### config.mk
export PLATFORM = sky130hd
export DESIGN_NAME = nibble_serial_adder
export DESIGN_NICKNAME = d
export VERILOG_FILES = /design/src/rtl/nibble_serial_adder.sv
export SDC_FILE = /design/constraint.sdc
export NUM_CORES = 1
export LEC_CHECK = 0
export BUFFER_PORTS_ARGS = -buffer_cell sky130_fd_sc_hd__buf_2
export CAP_MARGIN = 20
export CORE_ASPECT_RATIO = 1.5
export CORE_MARGIN = 3
export CORE_UTILIZATION = 53
export DETAILED_ROUTE_END_ITERATION = 6
export GPL_TIMING_DRIVEN = 0
export PLACE_DENSITY = 0.8
export SYNTH_ARGS = -nofsm -noshare
export SYNTH_HDL_FRONTEND = slang
export SYNTH_SLANG_ARGS = --single-unit
export TNS_END_PERCENT = 10
### constraint.sdc
create_clock -name clk -period 4.09 [get_ports clk]
set_clock_uncertainty 0.15 [all_clocks]
set_input_delay 0.818 -clock clk [delete_from_list [all_inputs] [get_ports clk]]
set_output_delay 0.818 -clock clk [all_outputs]
set_load 0.05 [all_outputs]
### src/rtl/nibble_serial_adder.sv
// Wide adder built from one 4-bit nibble add per clock, least-significant nibble first.
// The cross-nibble carry is held in a register, so only one nibble adder sits in any path.
//
// state | meaning
// IDLE  | waiting for an operand set; in_ready high
// ADD   | one nibble per cycle, idx selects the nibble, carry is the registered chain
// DONE  | sum/cout hold the result until out_ready
module nibble_serial_adder #(
   parameter int NIBBLES = 4
) (
   input  logic                   clk,
   input  logic                   rst_n,
   input  logic                   in_valid,
   output logic                   in_ready,
   input  logic [4*NIBBLES-1:0]   a,
   input  logic [4*NIBBLES-1:0]   b,
   input  logic                   cin,
   output logic                   out_valid,
   input  logic                   out_ready,
   output logic [4*NIBBLES-1:0]   sum,
   output logic                   cout,
   output logic                   busy
);

   localparam int W  = 4 * NIBBLES;
   localparam int IW = (NIBBLES > 1) ? $clog2(NIBBLES) : 1;
   localparam logic [IW-1:0] LAST = IW'(NIBBLES - 1);

   typedef enum logic [1:0] {IDLE, ADD, DONE} state_t;

   state_t          state;
   state_t          state_nxt;
   logic [IW-1:0]   idx;
   logic            carry;
   logic [W-1:0]    a_q;
   logic [W-1:0]    b_q;
   logic [4:0]      nib_sum;
   logic            last;

   assign last = (idx == LAST);

   always_comb begin
      nib_sum = {1'b0, a_q[{idx, 2'b00} +: 4]} + {1'b0, b_q[{idx, 2'b00} +: 4]} + {4'b0000, carry};
   end

   always_ff @(posedge clk or negedge rst_n) begin
      if (!rst_n) begin
         state <= IDLE;
      end else begin
         state <= state_nxt;
      end
   end

   always_comb begin
      state_nxt = state;
      in_ready  = 1'b0;
      out_valid = 1'b0;
      busy      = 1'b1;
      case (state)
         IDLE: begin
            in_ready = 1'b1;
            busy     = 1'b0;
            if (in_valid) state_nxt = ADD;
         end
         ADD: begin
            if (last) state_nxt = DONE;
         end
         DONE: begin
            out_valid = 1'b1;
            if (out_ready) state_nxt = IDLE;
         end
         default: begin
            state_nxt = IDLE;
         end
      endcase
   end

   // Operand capture and the per-nibble writeback into sum.
   always_ff @(posedge clk or negedge rst_n) begin
      if (!rst_n) begin
         idx   <= '0;
         carry <= 1'b0;
         a_q   <= '0;
         b_q   <= '0;
         sum   <= '0;
         cout  <= 1'b0;
      end else begin
         case (state)
            IDLE: begin
               if (in_valid) begin
                  a_q   <= a;
                  b_q   <= b;
                  carry <= cin;
                  idx   <= '0;
                  sum   <= '0;
                  cout  <= 1'b0;
               end
            end
            ADD: begin
               sum[{idx, 2'b00} +: 4] <= nib_sum[3:0];
               carry                  <= nib_sum[4];
               if (last) begin
                  cout <= nib_sum[4];
               end else begin
                  idx <= idx + 1'b1;
               end
            end
            default: begin
            end
         endcase
      end
   end

endmodule
==> results.txt <==
- Reg-to-reg critical path endpoint: cout
- At the pin with the least slew margin, the transition time is 628 ps.
- Post-synthesis mux area share: 25.3%
* Vias in the first global route: 1809
- Clk Latency, worst-skew pair: 310 ps
- The congestion estimate from routability-driven global placement came to 0.868.
- Total Wirelength: 5290 um
- Share of the yosys chip area belonging to registers: 49.8%
- Cells after Synth: 176
- Buffers placed on the I/O ports in this run total 56.
- For this block, the initial DRC count from the detailed router was 96.
- Number of H-tree levels: 2
- For this run the aggregate overflow at the end of global routing stands at 0.
* Summed negative setup slack over all endpoints: 0 ps
- Synth Area in XOR/XNOR: 0.323%
- Clock-pin slew was measured on the worst setup and hold paths at 110 ps.
* Global-route wire length before repair: 8720 um
* Number of placement rows: 31
- The core region is 4890 um2.
* Number of resized instances in the post-cts repair step: 0
- Clock root buffer master: sky130_fd_sc_hd__clkbuf_8
* Final critical-path share of the clock period: 78.5%
- Area delta synth->final: 18.3%
- After Yosys synthesis, and, or, nand and nor cells account for 5.95% of the synthesized area.
* Unrepaired setup endpoints after global routing: false
* Final Worst Setup Slack: 879 ps
* Class of the tightest hold or removal check: in -> async
* Worst path required time: 4150 ps
- Setup violations remaining at the end of the flow were counted as 0.
- Maximum clock path buffer count: 2
- Walking the worst path, the cells encountered are buf_2, mux4_2, fa_1, fa_1, a21oi_1, o21ai_0, mux2_2.
- Broken down by cell family, the worst path's largest delay share belongs to adder cells.
* Count of different cell masters after synthesis: 39
- Yosys warning total: 0
- Across the run, the number of max-cap violations was 0.
- Area of the die: 6030 um2
- Status: finished clean
- Max-slew headroom: 58.2%
- Average vias per placed instance: 5.41
- By area, the combinational part of the netlist is dominated by multiplexers.
- The number of nets handed over by synthesis was 222.
* Compound-cell area share of the yosys netlist: 9.55%
- Pleak: 0.00158 uW
* Global-route usage over all layers: 19.2%
- Setup WS pre-CTS: 861 ps
- Once detail routing completed, the nets flagged for antenna violations numbered 0.
* Share of synthesized cell area in full adder, half adder and majority cells: 4.71%
- Number of iterations in the first detailed-routing pass: 4
* Clock tree from TritonCTS: built
* Flip-flop and latch count after synthesis: 54
* Post-route minimum period: 3210 ps
* Final Hold Viols: 0
* Slowest Stage Delay on Critical Path: 570 ps
- Count of antenna diodes in the layout: 0
- Cell area after layout: 3210 um2
- Non-Filler Instances: 307
- Pin count of the biggest net entering global routing: 32
* Initial Util: 55.5%
- Number of placed instances with taps included: 299
- Once detailed placement completed, the half-perimeter wirelength came to 4230 um.
* Cell area after placement: 3090 um2
- # DRC: 0
- Number of buffer and inverter instances along the worst setup path: 1
- Number of nets in the layout: 286
* Hold Buf Count CTS: 0
- By startpoint and endpoint, the worst setup path is classified as reg -> reg.
- Critical path startpoint category: flip-flop
- Final max-slew violation count: 0
* Die Span Y: 93.6 um
* Filler Cell Count: 387
* Kind of end point of the critical path: flip-flop
- Post-CTS Setup Inserts: 0
- Io pins: 57
* Highest fanout seen on the critical path: 10
- The slowest stage of the critical path belongs to the cell sky130_fd_sc_hd__mux4_2.
- Power density over the cells: 928 nW/um2
* Worst ir drop on vdd: 0.382 mV
- Post-synthesis instance area: 2710 um2
- The number of cells on the worst reg-to-reg path is 7.
- Post-synthesis area per instance: 15.4 um2
- Share of layout cells above drive strength 1: 49.0%
- Static timing analysis puts the maximum clock frequency at 0.311 GHz.
- STA puts the critical path data arrival time at 3270 ps.
- Flop2flop setup slack: 880 ps
* X dimension of the die: 64.4 um
- The cell that appears most often on the critical path is sky130_fd_sc_hd__fa_1.
* Clock sink count: 54
* Beginning of the worst register-to-register path: idx[0]
- The initial antenna violation count is 0.
* TritonCTS buffer count: 5
- Dividing the detail-routed wire length by the instance count gives 17.2 um.
* Via Count: 1660
## report_power, final
| group | switching [uW] | internal (uW) | total, uW |
|---|---|---|---|
| Clock | 180 | 182 | 362 |
| Combinational | 881 | 821 | 1700 |
| Sequential | 145 | 769 | 913 |
## routing by layer
layer / global-route usage [%] / share of wire, % / up-vias
li1: - / - / 784
met1: 22.3 / 39 / 823
met2: 35.5 / 55 / 43
met3: 2.76 / 3.9 / 10
met4: 6.70 / 2.1 / 0
met5: 0 / 0 / -
## cells in the final DEF, fill, tap and decap left out, types with 2 or more instances in the layout
cell / synthesis / final
sky130_fd_sc_hd__dfrtp_1: 54 / 54
sky130_fd_sc_hd__a22o_1: 14 / 14
sky130_fd_sc_hd__buf_2: 1 / 57
sky130_fd_sc_hd__a32o_1: 4 / 4
sky130_fd_sc_hd__mux2_2: 4 / 4
sky130_fd_sc_hd__a21oi_1: 2 / 2
sky130_fd_sc_hd__nor2_1: 2 / 2
sky130_fd_sc_hd__clkbuf_1: 3 / 3
sky130_fd_sc_hd__buf_12: 3 / 4
sky130_fd_sc_hd__a21o_1: 5 / 5
sky130_fd_sc_hd__mux2_4: 30 / 30
sky130_fd_sc_hd__fa_1: 2 / 2
sky130_fd_sc_hd__nand3b_1: 3 / 3
sky130_fd_sc_hd__o21bai_1: 2 / 2
sky130_fd_sc_hd__nand2_1: 4 / 4
sky130_fd_sc_hd__nand2b_1: 4 / 4
sky130_fd_sc_hd__mux4_2: 8 / 8
sky130_fd_sc_hd__inv_1: 3 / 3
sky130_fd_sc_hd__clkbuf_8: 0 / 5
sky130_fd_sc_hd__clkinvlp_4: 0 / 2
sky130_fd_sc_hd__ha_1: 7 / 7
sky130_fd_sc_hd__o21ai_0: 2 / 2
## cell usage after synthesis, drive strengths merged
cell	instances	share of area [%]
a21o	5	1.4
and2b	1	0.28
nand2b	4	0.92
or2	1	0.32
nor2	2	0.28
ha	7	3.2
and3b	1	0.32
nor3	1	0.18
inv	4	0.55
nand2	4	0.55
a21boi	1	0.28
a22o	14	4.5
o21ai	2	0.37
and4	1	0.32
dfrtp	54	50
and2	1	0.32
or3b	1	0.32
and4b	1	0.37
nor2b	1	0.23
and3	1	0.23
clkbuf	3	0.42
nand3b	3	0.83
a21oi	2	0.37
xor2	1	0.32
o21bai	2	0.55
buf	6	3.4
and4bb	1	0.46
o221ai	1	0.32
mux2	34	18
fa	2	1.5
mux2i	1	0.37
mux4	8	6.6
a32o	4	1.5
a211oi	1	0.28
## stage by stage
| step | util, % | power, uW | hold WS (ps) |
|---|---|---|---|
| 6_report | 65.6 | 2980 | 319 |
| 5_1_grt | 65.6 | 3200 | 355 |
| 4_1_cts | 65.6 | 3010 | 339 |
| 3_5_place_dp | 63.3 | 2640 | 333 |
| 3_3_place_gp | 62.9 | 2580 | 332 |
| 2_1_floorplan | - | 2260 | 326 |
## sequential cells by signal (all words and copies together) (netlist names)
name,flops
sum,16
carry,1
idx,2
state,2
cout,1
b_q,16
a_q,16
## layout make-up
type	instances	area (um2)	share of cell area, %
Buffer	9	103	3.20
Inverter	4	15.0	0.468
Clock buffer	5	68.8	2.15
Tap cell	66	82.6	2.57
Multi-Input combinational cell	109	1240	38.7
Timing Repair Buffer	57	300	9.36
Sequential cell	54	1350	42.1
Clock inverter	3	45.0	1.40
## how the worst max path moves through the flow
stage,slack [ps],to,cells after the start,start
2_1_floorplan,1220,cout,7,idx[0]
3_3_place_gp,880,cout,7,idx[0]
3_5_place_dp,860,cout,7,idx[0]
4_1_cts,840,cout,7,idx[0]
5_1_grt,730,cout,7,idx[0]
6_report,880,cout,7,idx[0]
## kinds of logic (layout without fill, tap and decap cells)
group	count (synthesis)	count (layout)
buf+inv	13	78
xor+xnor	1	1
compound gates	32	32
mux	43	43
flops	54	54
fa+ha+maj	9	9
simple gates	24	24
(Power assumes the default switching activity.)
